$ cat config.mk
export PLATFORM = sky130hd
export DESIGN_NAME = led_breath_monitor_flat
export DESIGN_NICKNAME = d
export VERILOG_FILES = /design/src/rtl/led_breath_monitor_if.sv /design/src/rtl/led_breath_monitor.sv /design/src/flat_wrapper.sv
export SDC_FILE = /design/constraint.sdc
export NUM_CORES = 1
export LEC_CHECK = 0
export ABC_CLOCK_PERIOD_IN_PS = 3600
export CORE_ASPECT_RATIO = 1.25
export CORE_MARGIN = 2
export CORE_UTILIZATION = 40
export CTS_BUF_LIST = sky130_fd_sc_hd__clkbuf_16
export CTS_CLUSTER_SIZE = 24
export DETAILED_ROUTE_END_ITERATION = 6
export GPL_TIMING_DRIVEN = 0
export PLACE_DENSITY = 0.62
export SETUP_SLACK_MARGIN = 0.5
export SLEW_MARGIN = 10
export SYNTH_ARGS = -nofsm -noshare
export SYNTH_HDL_FRONTEND = slang
export SYNTH_SLANG_ARGS = --single-unit
export TNS_END_PERCENT = 100
$ cat constraint.sdc
create_clock -name clk -period 3.6 [get_ports clk]
set_input_delay 1.08 -clock clk [delete_from_list [all_inputs] [get_ports clk]]
set_output_delay 1.08 -clock clk [all_outputs]
set_load 0.01 [all_outputs]
$ cat src/rtl/led_breath_monitor_if.sv
// ---------------------------------------------------------------------------
// led_breath_monitor_if
//   Bundles the LED bus being observed together with the measurement results
//   of led_breath_monitor.
//   master : the side that drives the LED bus and frame_sync and reads results
//            (LED driver model / testbench).
//   slave  : the monitor itself. It reads led_in/frame_sync and drives results.
//   Signals:
//     led_in      8       LED bus, synchronous to clk
//     frame_sync  1       restart window alignment
//     duty        DUTY_W  on-cycles in the last completed window
//     duty_valid  1       one-cycle pulse when the window results update
//     led_idx     3       index of the single lit LED
//     idx_valid   1       exactly one distinct LED bit seen
//     multi_err   1       more than one distinct LED bit seen
//     trend       2       00 flat/none, 01 rising, 10 falling
//     peak        1       rising->falling turn pulse
//     trough      1       falling->rising turn pulse
// ---------------------------------------------------------------------------
interface led_breath_monitor_if #(
  parameter int WIN_LEN = 16
);
  localparam int DUTY_W = $clog2(WIN_LEN) + 1;

  logic [7:0]        led_in;
  logic              frame_sync;
  logic [DUTY_W-1:0] duty;
  logic              duty_valid;
  logic [2:0]        led_idx;
  logic              idx_valid;
  logic              multi_err;
  logic [1:0]        trend;
  logic              peak;
  logic              trough;

  modport master (
    output led_in, frame_sync,
    input  duty, duty_valid, led_idx, idx_valid, multi_err, trend, peak, trough
  );

  modport slave (
    input  led_in, frame_sync,
    output duty, duty_valid, led_idx, idx_valid, multi_err, trend, peak, trough
  );
endinterface

$ cat src/rtl/led_breath_monitor.sv
// ---------------------------------------------------------------------------
// led_breath_monitor
//   Receive-side checker for the LED breathing/PWM drivers. Counts how many
//   cycles of each WIN_LEN-cycle window have any LED lit (duty), decodes which
//   single LED was active, flags windows where more than one LED lit, and
//   follows the duty trend window to window to report breath peaks/troughs.
//   Purely an observer: it never drives the LEDs.
//   Ports:
//     clk  - system clock
//     rst  - asynchronous reset, active-high
//     mon  - led_breath_monitor_if.slave (LED bus in, measurement results out)
// ---------------------------------------------------------------------------
module led_breath_monitor #(
  parameter int WIN_LEN = 16
) (
  input  logic                  clk,
  input  logic                  rst,
  led_breath_monitor_if.slave   mon
);
  localparam int CNT_W  = $clog2(WIN_LEN);
  localparam int DUTY_W = CNT_W + 1;
  localparam logic [CNT_W-1:0] LAST = CNT_W'(WIN_LEN - 1);

  typedef enum logic [1:0] {S_INIT, S_FLAT, S_RISE, S_FALL} state_t;

  // window accumulators
  logic [CNT_W-1:0]  win_cnt;
  logic [DUTY_W-1:0] on_cnt;
  logic [7:0]        or_acc;
  logic              multi;

  // values including the current sample
  logic              win_end, restart;
  logic [DUTY_W-1:0] on_fin;
  logic [7:0]        or_fin;
  logic              multi_fin, or_onehot, or_multi;
  logic [2:0]        or_idx;

  // result registers
  logic [DUTY_W-1:0] duty_r;
  logic              duty_valid_r;
  logic [2:0]        led_idx_r;
  logic              idx_valid_r, multi_err_r;

  // trend tracking
  state_t            state, state_nxt;
  logic [DUTY_W-1:0] prev_duty;
  logic              peak_r, trough_r, peak_nxt, trough_nxt;

  // A sync landing on the last window slot is ignored: that window completes
  // normally and the wrap to slot 0 already realigns everything.
  always_comb begin
    win_end   = (win_cnt == LAST);
    restart   = mon.frame_sync && !win_end;
    // on a restart the current sample becomes slot 0 of the new window
    on_fin    = (restart ? '0 : on_cnt) + DUTY_W'(|mon.led_in);
    or_fin    = (restart ? 8'h00 : or_acc) | mon.led_in;
    multi_fin = (restart ? 1'b0 : multi) |
                ((mon.led_in & (mon.led_in - 8'd1)) != 8'h00);
    // x & (x-1) clears the lowest set bit: zero result means at most one bit
    or_onehot = (or_fin != 8'h00) && ((or_fin & (or_fin - 8'd1)) == 8'h00);
    or_multi  = (or_fin != 8'h00) && !or_onehot;
    or_idx    = 3'd0;
    for (int i = 0; i < 8; i++) begin
      if (or_fin[i]) or_idx = 3'(i);
    end
  end

  always_ff @(posedge clk or posedge rst) begin
    if (rst) begin
      win_cnt <= '0;
      on_cnt  <= '0;
      or_acc  <= 8'h00;
      multi   <= 1'b0;
    end else if (win_end) begin
      win_cnt <= '0;
      on_cnt  <= '0;
      or_acc  <= 8'h00;
      multi   <= 1'b0;
    end else begin
      win_cnt <= restart ? CNT_W'(1) : win_cnt + CNT_W'(1);
      on_cnt  <= on_fin;
      or_acc  <= or_fin;
      multi   <= multi_fin;
    end
  end

  always_ff @(posedge clk or posedge rst) begin
    if (rst) begin
      duty_r       <= '0;
      duty_valid_r <= 1'b0;
      led_idx_r    <= 3'd0;
      idx_valid_r  <= 1'b0;
      multi_err_r  <= 1'b0;
    end else begin
      duty_valid_r <= win_end;
      if (win_end) begin
        duty_r      <= on_fin;
        // keep the last good index when the window is dark or ambiguous
        if (or_onehot) led_idx_r <= or_idx;
        idx_valid_r <= or_onehot && !multi_fin;
        multi_err_r <= or_multi || multi_fin;
      end
    end
  end

  // Trend FSM. The rise/fall states double as the last nonflat direction, so
  // an equal duty simply holds the state and keeps that direction.
  always_ff @(posedge clk or posedge rst) begin
    if (rst) begin
      state     <= S_INIT;
      prev_duty <= '0;
      peak_r    <= 1'b0;
      trough_r  <= 1'b0;
    end else begin
      state    <= state_nxt;
      peak_r   <= peak_nxt;
      trough_r <= trough_nxt;
      if (win_end) prev_duty <= on_fin;
    end
  end

  always_comb begin
    state_nxt  = state;
    peak_nxt   = 1'b0;
    trough_nxt = 1'b0;
    if (win_end) begin
      case (state)
        S_INIT: state_nxt = S_FLAT;
        default: begin
          if (on_fin > prev_duty) begin
            state_nxt  = S_RISE;
            trough_nxt = (state == S_FALL);
          end else if (on_fin < prev_duty) begin
            state_nxt = S_FALL;
            peak_nxt  = (state == S_RISE);
          end
        end
      endcase
    end
  end

  assign mon.duty       = duty_r;
  assign mon.duty_valid = duty_valid_r;
  assign mon.led_idx    = led_idx_r;
  assign mon.idx_valid  = idx_valid_r;
  assign mon.multi_err  = multi_err_r;
  assign mon.trend      = (state == S_RISE) ? 2'b01 :
                          (state == S_FALL) ? 2'b10 : 2'b00;
  assign mon.peak       = peak_r;
  assign mon.trough     = trough_r;

  // turn pulses only ever accompany a window result
  a_pulse_align: assert property (@(posedge clk) disable iff (rst)
    (peak_r || trough_r) |-> duty_valid_r);
  a_no_both: assert property (@(posedge clk) disable iff (rst)
    !(peak_r && trough_r));

endmodule
$ cat src/flat_wrapper.sv
// flat-port wrapper written by rule: the top's interface ports become plain ports
module led_breath_monitor_flat 
#(
  parameter int WIN_LEN = 16
)
  (clk, rst, mon_led_in, mon_frame_sync, mon_duty, mon_duty_valid, mon_led_idx, mon_idx_valid, mon_multi_err, mon_trend, mon_peak, mon_trough);
  led_breath_monitor_if #(.WIN_LEN(WIN_LEN)) mon_i ();
  input  logic clk;
  input  logic rst;
  input wire logic [$bits(mon_i.led_in)-1:0] mon_led_in;
  input wire logic [$bits(mon_i.frame_sync)-1:0] mon_frame_sync;
  output wire logic [$bits(mon_i.duty)-1:0] mon_duty;
  output wire logic [$bits(mon_i.duty_valid)-1:0] mon_duty_valid;
  output wire logic [$bits(mon_i.led_idx)-1:0] mon_led_idx;
  output wire logic [$bits(mon_i.idx_valid)-1:0] mon_idx_valid;
  output wire logic [$bits(mon_i.multi_err)-1:0] mon_multi_err;
  output wire logic [$bits(mon_i.trend)-1:0] mon_trend;
  output wire logic [$bits(mon_i.peak)-1:0] mon_peak;
  output wire logic [$bits(mon_i.trough)-1:0] mon_trough;
  assign mon_i.led_in = mon_led_in;
  assign mon_i.frame_sync = mon_frame_sync;
  assign mon_duty = mon_i.duty;
  assign mon_duty_valid = mon_i.duty_valid;
  assign mon_led_idx = mon_i.led_idx;
  assign mon_idx_valid = mon_i.idx_valid;
  assign mon_multi_err = mon_i.multi_err;
  assign mon_trend = mon_i.trend;
  assign mon_peak = mon_i.peak;
  assign mon_trough = mon_i.trough;
  led_breath_monitor #(.WIN_LEN(WIN_LEN)) u_core (.clk(clk), .rst(rst), .mon(mon_i));
endmodule
# Word level (Yosys, flattened, before mapping)
# Cells that the tools add are included.
[classes] multipliers=0 bitwise_logic=4 shift=0 add_sub_neg=4 order_cmp=2 div=0 n_eq_ne=3 muxes=27 reduce_logical=16
[op_table] cell="bitwise AND 8 bit" n=2
[op_table] cell="2-to-1 mux 8 bit" n=2
[op_table] cell="nonzero test 8 bit" n=2
[op_table] cell="subtractor 8 x 1 -> 8 bit (second input constant)" n=2
[op_table] cell="2-to-1 mux 2 bit" n=7
[op_table] cell="2-to-1 mux 3 bit" n=4
[op_table] cell="2-to-1 mux 1 bit" n=10
[op_table] cell="2-to-1 mux 5 bit" n=2
[op_table] cell="zero test 8 bit" n=1
[op_table] cell="2-to-1 mux 4 bit" n=2
[op_table] cell="OR 8 bit" n=1
[op_table] cell="OR reduction 8 bit" n=1
[op_table] cell="adder 5 x 1 -> 5 bit" n=1
[op_table] cell="greater-than comparator 5 bit" n=1
[op_table] cell="< comparator 5 bit" n=1
[op_table] cell="adder 4 x 1 -> 4 bit (second input constant)" n=1
[op_table] cell="equality test 2 bit (second input constant)" n=2
[op_table] cell="equality test 4 bit (second input constant)" n=1
[op_table] cell="logical AND 1 bit" n=4
[op_table] cell="AND reduction 2 bit" n=2
[op_table] cell="zero test 1 bit" n=3
[op_table] cell="nonzero test 3 bit" n=1
[op_table] cell="zero test 2 bit" n=1
[op_table] cell="logical OR 1 bit" n=1
[op_table] cell="OR 1 bit" n=1
[totals] out_inout_bits=15 register_bits=33 mem_bits_rw=0 memories=0 latch_bits=0 wordCells=68 mem_bits_ro=0

# Depth between registers and ports, before layout
[depth] ltp_word=12 depth_mapped=15

# Worst setup path before layout
# Ideal clock, no wire load.
[synth_path] path_type="input port to flip-flop" startpoint="in mon_led_in[1]" endpoint="reg u_core.trough_r (netlist: u_core.mon.trough)" required_time_ps=3481 setup_ps=119 n_path_buf=0 slack_ps=-547 arrival_time_ps=4028 path_stages=13 cell_sequence="or4_4 -> or3_1 -> or3_4 -> ha_1 -> nand4_1 -> xor2_1 -> or2_2 -> inv_1 -> ha_1 -> and3_1 -> a221oi_1 -> nor3b_1 -> and2_1"
[synth_via] elab_chain_len=6
[synth_lines] element="start, declared" line="flat_wrapper.sv:10" text="input wire logic [$bits(mon_i.led_in)-1:0] mon_led_in;"
[synth_lines] element="OR reduction 8 bit" line="led_breath_monitor.sv:56" text="on_fin = (restart ? '0 : on_cnt) + DUTY_W'(|mon.led_in);"
[synth_lines] element="adder 5 x 1 -> 5 bit" line="led_breath_monitor.sv:56"
[synth_lines] element="via u_core.on_fin[4]" line="led_breath_monitor.sv:34" text="logic [DUTY_W-1:0] on_fin;"
[synth_lines] element="greater-than comparator 5 bit" line="led_breath_monitor.sv:131" text="if (on_fin > prev_duty) begin"
[synth_lines] element="2-to-1 mux 1 bit" line="led_breath_monitor.sv:131"
[synth_lines] element="2-to-1 mux 1 bit" line="led_breath_monitor.sv:128" text="case (state)"
[synth_lines] element="2-to-1 mux 1 bit" line="led_breath_monitor.sv:127" text="if (win_end) begin"
[synth_lines] element="via u_core.trough_nxt" line="led_breath_monitor.sv:48" text="logic peak_r, trough_r, peak_nxt, trough_nxt;"
[synth_lines] element="end signal, assigned" line="led_breath_monitor.sv:118" text="trough_r <= trough_nxt;"
[synth_lines] element="end, declared" line="led_breath_monitor.sv:48"
# The timed path passes the listed nets, and every way through them passes these cells.
# A chain may end at the register's enable or synchronous reset.

# Worst setup path after layout
[layout_path] startpoint="in mon_led_in[1]" endpoint="reg u_core.state[0]"
[layout_via] elab_chain_len=5 elab_cells_between_ends=8 cone_classes="add/sub (1); order compare (2); mux (2); reduce/logical (3)"
[layout_lines] element="OR reduction 8 bit *" line="led_breath_monitor.sv:56"
[layout_lines] element="adder 5 x 1 -> 5 bit *" line="led_breath_monitor.sv:56"
[layout_lines] element="via u_core.on_fin[2]" line="led_breath_monitor.sv:34"
[layout_lines] element="< comparator 5 bit / greater-than comparator 5 bit (equally long branches)" line="led_breath_monitor.sv:134, led_breath_monitor.sv:131"
[layout_lines] element="nonzero test 3 bit (no line) / 2-to-1 mux 2 bit (equally long branches)"
[layout_lines] element="AND reduction 2 bit (no line) / 2-to-1 mux 2 bit (equally long branches)"
[layout_lines] element="end signal, assigned" line="led_breath_monitor.sv:116" text="state <= state_nxt;"
[layout_lines] element="end, declared" line="led_breath_monitor.sv:46" text="state_t state, state_nxt;"
# Mark *: on every way through the listed nets, which the timed path passes. The rest lies on a longest branch.

==> results by group <==
Setup path
  • Worst path cell trace: buf_8, or4_4, or3_1, or3_4, ha_4, nand2_2, xor2_2, or2_4, inv_4, ha_4, and3_4, a221oi_4, nand2b_4, a21oi_2, nor2_1
  • CP most frequent cell: ha_4
  • CP max stage delay: around 530 ps
  • Crit-path slowest cell: or4_4
  • R2R setup slack: 260 ps
  • Worst path required time: ~3800 ps
  • Reg2reg end: u_core.state[0]$_DFFE_PP0P_
  • Critical path startpoint: mon_led_in[1]
  • WS Path Type: in2reg
  • Worst Path Arrival: a little over 4000 ps
  • Startpoint types: input pin
  • R2R depth: 15
  • Worst r2r src: u_core.win_cnt[0]$_DFF_PP0_
  • CP Capture Type: flop
  • Crit-path max FO: 4

Timing
  • Actual slew at the worst max-slew pin: 692 ps
  • Setup ws final: -305 ps
  • Post-route minimum period: 3910 ps
  • RSZ-0062 raised after global routing: true
  • Hold Vio Cnt, Final: 0
  • WHS: around 480 ps
  • Tcrit/Tclk final: 108%
  • Setup Skew: 3.03 ps
  • Final Setup Violations: 4
  • Fmax: around 260 MHz
  • Max transition margin: between 50% and 60%
  • Final Max Tran Viols: 0
  • Final setup TNS: -886 ps

Power
  • Power per cell area: 425 mW/mm²
  • Comb pwr share: 17.1%
  • Int Pwr: between 800 and 900 µW
  • Leak: between 0.001 and 0.0015 µW
  • Clock group share of total power: between 40% and 50%
  • Switching pwr: about 260 µW
  • Sequential power share: 39.2%
  • Worst VDD drop: around 260 µV
  • Switch share: between 20% and 30%

Floorplanning
  • Die Height: 78.6 µm
  • Top Ports: 26
  • CORE AREA: 0.00436 mm²
  • Die X: around 64 µm
  • Die ar.: between 0.005 and 0.006 mm²
  • Initial Util: approximately two fifths
  • Row Count: 27

GRT
  • Largest net degree at the start of global routing: 34
  • Vias in the first global route: approximately 1,500
  • Initial antenna violation count: 0
  • Total track usage: between 10% and 20%
  • First-pass GRT wire length: around 7000 µm
  • Global route total overflow: 0

Clock tree
  • Clock sink count: 33
  • CTS Buffer Depth: 2
  • CTS root buffer: clkbuf_16
  • H-tree level count: 2
  • Post-cts hold buffer count: 0
  • CTS tree: yes
  • Clk slew on worst S/H paths: roughly 50 ps
  • Cts bufs inserted: 5
  • Worst-Skew Late Latency: 280 ps

Drt
  • TritonRoute pass-1 iters: 4
  • DRT iter0 DRCs: 57
  • Antenna viol nets, final: 0
  • Total number of vias: 1,552
  • Final WL: approximately 4100 µm
  • Routed vias/inst: about 5.2
  • Per-cell routed wire length: between 10 and 15 µm
  • DRC errors left: 0

Min path
  • Min-delay src: u_core.mon.led_idx[2]$_DFFE_PP0P_
  • Hold Path Sink: u_core.mon.led_idx[2]$_DFFE_PP0P_
  • Hold crit path type: reg2reg
  • Hold path cells: 1

Finish
  • Register Area: roughly 830 µm²
  • Commonest non-fill, non-tap cell in the layout: dfrtp_1
  • Area occupied by multi-input gates: between 0.001 and 0.0015 mm²
  • ANT cells: 0
  • P&R area growth vs syn: 41.7%
  • Most frequent cells in the layout: dfrtp_1, nor2_1, clkdlybuf4s50_1, nand2_1, a21oi_1
  • Layout cell share with drive strength beyond 1: between 20 and 25%
  • Nets@finish: approximately 260
  • Fillcell total: 380

Synth
  • Syn nets: about 210
  • Post-synth design cell area: approximately 0.0018 mm²
  • Synth top area cells: dfrtp_1, nor2_1, ha_1
  • Synth cell types: 44
  • Number of synthesis warnings: 0
  • Yosys reg bits: 33
  • Cell taking the most area after synthesis: dfrtp_1
  • Register area share after synthesis: a little under half
  • Syn Inst Count: just under 200
  • Avg Inst Size Synth: between 9 and 10 µm²
  • Yosys top cell area share: between 40% and 50%

Placement
  • Post-DP HPWL: 2850 µm
  • Pre-CTS setup slack: -1130 ps
  • PortBufs: 24
  • Routability Congestion: just under 0.9

Status
  • Failing checks: negative setup slack
  • Status: complete, but fails checks

Run
  • Max Cap Violations: 0
-- power groups by stage --
stage | logic [µW] | clock network, µW | registers [µW]
after floorplan | 82.1 | 0 | 424
after global placement | 140 | 0 | 425
after detailed placement | 142 | 0 | 426
after CTS | 176 | 478 | 420
after global routing | 206 | 489 | 425
final | 184 | 468 | 421
-- worst max path at each step --
stage | endpoint | depth (start not counted)
6_report | u_core.state[0]$_DFFE_PP0P_ | 15
4_1_cts | u_core.state[0]$_DFFE_PP0P_ | 15
3_3_place_gp | u_core.state[0]$_DFFE_PP0P_ | 15
5_1_grt | u_core.state[0]$_DFFE_PP0P_ | 15
3_5_place_dp | u_core.state[0]$_DFFE_PP0P_ | 15
2_1_floorplan | u_core.state[0]$_DFFE_PP0P_ | 14
-- sequential cells by signal, indices dropped and copies added, names as in the netlist --
signal                 cells
u_core.on_cnt              5
u_core.or_acc              8
u_core.mon.trough          1
u_core.state               2
u_core.mon.led_idx         3
u_core.mon.peak            1
u_core.mon.idx_valid       1
u_core.mon.duty_valid      1
u_core.multi               1
u_core.win_cnt             4
u_core.prev_duty           5
u_core.mon.multi_err       1
-- routing by layer --
metal / wire, µm / GRT usage, % / up-vias
met5: 0 / 0 / -
met3: 126 / 3.44 / 12
li1: - / - / 770
met1: 1750 / 21.5 / 734
met4: 145 / 10.4 / 0
met2: 2120 / 30.6 / 36
-- metrics by stage --
| stage | cell area [µm²] | utilization [%] | power, µW | cells |
|---|---|---|---|---|
| finish | 2520 | 57.9 | 1070 | 297 |
| global route | 2520 | 57.9 | 1120 | 297 |
| CTS | 2470 | 56.6 | 1080 | 294 |
| detailed placement | 2170 | 49.8 | 568 | 276 |
| global placement | 2170 | 49.8 | 565 | 276 |
| floorplan | 1860 | - | 507 | 194 |
-- area by class of cell --
type	count	share of cell area, %
well taps	58	2.88
clock buffers	5	4.96
repair buffers	37	14.3
inverters	14	2.28
flip-flops and latches	33	32.7
clock inverters	3	1.49
plain buffers	4	0.595
multi-input cells	143	40.8
-- kinds of logic (layout without fill, tap and decap cells) --
group | Yosys count | count (layout) | synth area share (%)
compound gates | 48 | 48 | 17.6
xor+xnor | 5 | 5 | 2.46
fa+ha+maj | 9 | 9 | 6.18
buf+inv | 18 | 63 | 3.79
flops | 33 | 33 | 46.4
mux | 3 | 3 | 1.90
simple gates | 78 | 78 | 21.6
-- what timing repair did --
action,in CTS,in global routing
pin swaps,13,13
cloned,0,0
gates resized for setup,36,9
endpoints found under the setup margin,18,9
buffers inserted,10,3
-- synth_stat cells, drive strengths merged --
master / n
o211ai: 2
a2111oi: 3
buf: 1
nand4: 1
o22a: 1
nand3: 4
a21oi: 14
nor2b: 1
inv: 14
o21ai: 10
a21boi: 3
or4: 1
a31oi: 1
dfrtp: 33
maj3: 1
a221oi: 2
and4: 1
xor2: 4
o21ba: 1
a21o: 3
clkbuf: 3
or3: 6
o221ai: 1
nand2b: 3
o21a: 1
nand4b: 1
nor4: 1
nor2: 32
and3: 3
mux2: 3
ha: 8
nor3: 2
a211oi: 2
nand2: 14
or2: 3
and2: 3
o22ai: 3
xnor2: 1
nand3b: 1
nor3b: 1
o21bai: 1
-- critical path: cells and delay by family --
kind / cells / cell delay [ps]
compound gates: 2 / 400
buf+inv: 2 / 150
fa+ha+maj: 2 / 370
simple gates: 8 / 2050
xor+xnor: 1 / 60
Power figures use the tool's default switching activity.
==> RTL change 1: new RTL, same flow settings <==
Re-encode `state_t` (4 states) as one-hot, 4 bits wide.
--- a/src/rtl/led_breath_monitor.sv
+++ b/src/rtl/led_breath_monitor.sv
@@ -23,3 +23,3 @@
 
-  typedef enum logic [1:0] {S_INIT, S_FLAT, S_RISE, S_FALL} state_t;
+  typedef enum logic [3:0] {S_INIT = 4'b0001, S_FLAT = 4'b0010, S_RISE = 4'b0100, S_FALL = 4'b1000} state_t;
 
Function: no difference found for any inputs over 10 cycles, from zero or initial values and one cycle with rst high; not proved beyond that.
==> RTL change 1 against the unedited design <==
- sequential share of layout area decreased by 2.2 points
- critical path type unchanged
- sequential cell count increased by 2
- routed wire length rose by 25%
- largest power group unchanged
- synthesized area increased by 9.1%
- setup slack improved by 0.35 ns
- final area up 14%
- total power is 2.8% higher
==> RTL change 1: results (changes against the unedited design) <==
dpl_cell_area_um2: 2320  # +6.8%
synth-seq-area-share_pct: 45.2  # -1.2 points
crit_fanout: 2  # -2
yosys-top-cells-count: "dfrtp_1, nor2_1, a21oi_1"
power_leakage_nw: 1.24  # +10%
buf_share_pct: 18.2  # +3.3 points
powerClk_uw: 487  # +4%
cp_slowest_stage_delay_ns: 0.19  # -0.34 ns
comb.multi_input.count: 149  # +4.2%
design_area_um2: 2870  # +14%
p_clk_share_pct: 44.2  # +0.6 points
dp_worst_setup_slack_ns: -0.791  # +0.335 ns
drive_gt1_share_pct: 32.8  # +11 points
multi_input_area_um2: 1180  # +14%
synth_area_per_cell_um2: 9.43  # +2.7%
worstMarginPinSlew_ns: 0.751  # +0.0588 ns
num-nonclk-buffers: 56  # +37%
worst_path_max_delay_cell: "nor3_2"
critical_path.top_delay_family: "buffers and inverters"
setup_violations: 0  # -4
dp_hpwl_um: 3230  # +13%
regArea_um2: 877  # +6.2%
synth.distinct_cells: 53  # +20%
seq_cells: 35  # +6.1%
wl_met1_um: 2010  # +15%
worstPathArrival_ns: 3.77  # -0.34 ns
dr_wl_met2_um: 2720  # +28%
status: "finished, final reports clean"
grt_pass1_wl_um: 8220  # +18%
p_int_uw: 825  # +1.4%
grt_max_degree: 36  # +5.9%
io_buffers: 23  # -4.2%
grt_use_met2_pct: 36.2  # +5.6 points
wl_met3_um: 204  # +62%
final_cells: 322  # +8.4%
num_vias: 1782  # +15%
met3_usage_pct: 4.38  # +0.95 points
comb_cell_power_uw: 176  # -4%
nFillCells: 415  # +9.2%
synthesis.nets: 225  # +5.6%
vdd_drop_max_v: 0.000272  # +6.4%
placed_cells_incl_taps: 289  # +4.7%
-- RTL change 1: cell families after synthesis --
family	after synthesis	share of synthesized area (%)
simple gates	79	21.8
compound gates	56	19.7
flops	35	45.2
buf+inv	22	5.28
fa+ha+maj	8	5.15
xor+xnor	5	2.26
mux	1	0.580
-- RTL change 1: path summary, 6_finish.rpt --
check | from | to | depth (start not counted)
min in group asynchronous | rst | u_core.state[2] | 2
min | u_core.mon.led_idx[0] | u_core.mon.led_idx[0] | 1
max reg2reg | u_core.win_cnt[0] | u_core.state[2] | 17
max in group asynchronous | rst | u_core.mon.multi_err | 2
min reg2reg | u_core.mon.led_idx[0] | u_core.mon.led_idx[0] | 1
max | mon_led_in[2] | u_core.mon.idx_valid | 22
-- RTL change 1: repair_timing --
item / in CTS / in global routing
pin swaps: 19 / 15
gates resized for setup: 47 / 29
endpoints found under the setup margin: 6 / 10
hold buffers: 0 / 0
setup buffers: 21 / 4
==> RTL change 2: new RTL, config.mk and constraints unchanged <==
Made on the original files. `WIN_LEN` is set to 16 in 3 places; all go to 32.
--- a/src/rtl/led_breath_monitor_if.sv
+++ b/src/rtl/led_breath_monitor_if.sv
@@ -20,3 +20,3 @@
 interface led_breath_monitor_if #(
-  parameter int WIN_LEN = 16
+  parameter int WIN_LEN = 32
 );
--- a/src/rtl/led_breath_monitor.sv
+++ b/src/rtl/led_breath_monitor.sv
@@ -13,3 +13,3 @@
 module led_breath_monitor #(
-  parameter int WIN_LEN = 16
+  parameter int WIN_LEN = 32
 ) (
--- a/src/flat_wrapper.sv
+++ b/src/flat_wrapper.sv
@@ -3,3 +3,3 @@
 #(
-  parameter int WIN_LEN = 16
+  parameter int WIN_LEN = 32
 )
Interface: changed (resized mon_duty); port bits go from 26 to 27. No check against the original RTL was run, so the function may have changed too.
==> RTL change 2 against the unedited design <==
- global-route usage is 3.1 points higher
- routed wire length is 23% higher
- setup slack better by 0.75 ns
- final area is 14% higher
- sequential cell count is 3 higher
- total power is 10% lower
- clock power is 13% lower
- synthesized area is 9.3% higher
- largest power group is now registers
==> RTL change 2: results (changes against the unedited design) <==
status: "finished, final reports clean"
dp_hpwl_um: 2970  # +4.3%
met3_usage_pct: 3.97  # +0.53 points
timing.rr.end: "u_core.mon.trough"
grt_use_met1_pct: 24.9  # +3.4 points
synth-seq-area-share_pct: 46.3  # -0.11 points
vdd_drop_max_v: 0.000222  # -13%
multi_input_area_share_pct: 40.5  # -0.29 points
crit_fanout: 5  # +1
worst_path_max_delay_cell: "ha_1"
num-nonclk-buffers: 66  # +61%
worstHoldStart: "u_core.mon.led_idx[1]"
worstRegToRegCells: 16  # +1
critical_path.top_delay_family: "simple AND/OR/NAND/NOR gates"
crit_path_start: "mon_led_in[3]"
clock-root-buffer: "clkbuf_16"
grt_use_met2_pct: 35.8  # +5.2 points
hold_depth: 1  # unchanged
synth.distinct_cells: 47  # +6.8%
fin_worst_skew_ns: 0.00292  # -0.000107 ns
drive_gt1_share_pct: 35.1  # +13 points
drt-initial-drc-count: 69  # +21%
grt_pass1_vias: 1774  # +15%
combPwrFrac_pct: 13.0  # -4.1 points
p_int_uw: 728  # -11%
worstMarginPinSlew_ns: 0.769  # +0.0768 ns
nets: 286  # +11%
r2r_slack_ns: 0.46  # +0.20 ns
power_leakage_nw: 1.31  # +16%
largestRegisters: "u_core.or_acc: 8 flops, u_core.on_cnt: 6 flops, u_core.prev_duty: 6 flops"
regArea_um2: 901  # +9.1%
p_clk_share_pct: 42.1  # -1.5 points
grt_max_degree: 37  # +8.8%
grt_pass1_wl_um: 8470  # +21%
post_cts.repair.setup_buffers: 33  # +23
inverters: 14  # unchanged
worstPathArrival_ns: 3.32  # -0.79 ns
num_vias: 1714  # +10%
buf_share_pct: 19.0  # +4.1 points
totalWireLength_um: 5080  # +23%
comb.multi_input.count: 142  # -0.70%
grt_usage_pct: 21.3  # +3.1 points
clkCellAreaFrac_pct: 4.67  # -1.8 points
io_buffers: 25  # +4.2%
synthesis.nets: 219  # +2.8%
hold_end: "u_core.mon.led_idx[1]"
cp_slowest_stage_delay_ns: 0.27  # -0.26 ns
yosys-top-cells-count: "dfrtp_1, nor2_1, a21oi_1"
fin_hold_ws_ns: 0.523  # +0.0396 ns
place_congestion: 0.823  # -5.9%
[RTL change 2: cell types whose count changed after synthesis, moves of 3 or more]
| cell | delta |
|---|---|
| or3_1 | -5 |
| a21oi_1 | +5 |
| nand2b_1 | -3 |
| a2111oi_0 | -3 |
| nor3_1 | +5 |
| nand3_1 | +3 |
| nor2_1 | -6 |
| dfrtp_1 | +3 |
| o21ai_0 | -3 |
| a21boi_0 | -3 |
| mux2_1 | -3 |
[RTL change 2: per-stage QoR]
| stage | cells | setup WS [ns] | power, mW | setup TNS (ns) | instance area, um^2 |
|---|---|---|---|---|---|
| 2_1_floorplan | 198 | 0.397 | 0.506 | 0 | 2030 |
| 4_1_cts | 323 | 0.460 | 0.965 | 0 | 2770 |
| 3_5_place_dp | 283 | -0.456 | 0.540 | -1.65 | 2350 |
| 6_report | 325 | 0.443 | 0.964 | 0 | 2870 |
| 3_3_place_gp | 283 | -0.483 | 0.538 | -1.75 | 2350 |
| 5_1_grt | 325 | 0.337 | 1.00 | 0 | 2870 |
[RTL change 2: metal layers]
| layer | routed length (um) | up-vias |
|---|---|---|
| li1 | - | 818 |
| met1 | 2000 | 825 |
| met2 | 2640 | 50 |
| met3 | 209 | 21 |
| met4 | 228 | 0 |
| met5 | 0 | - |
[RTL change 2: kinds of logic (layout without fill, tap and decap cells)]
logic type / count (synthesis) / after routing / synth area share [%]
flops: 36 / 36 / 46.3
mux: 3 / 3 / 1.93
xor+xnor: 7 / 7 / 4.11
compound gates: 46 / 46 / 15.9
simple gates: 75 / 75 / 20.6
buf+inv: 20 / 87 / 4.11
fa+ha+maj: 11 / 11 / 7.13
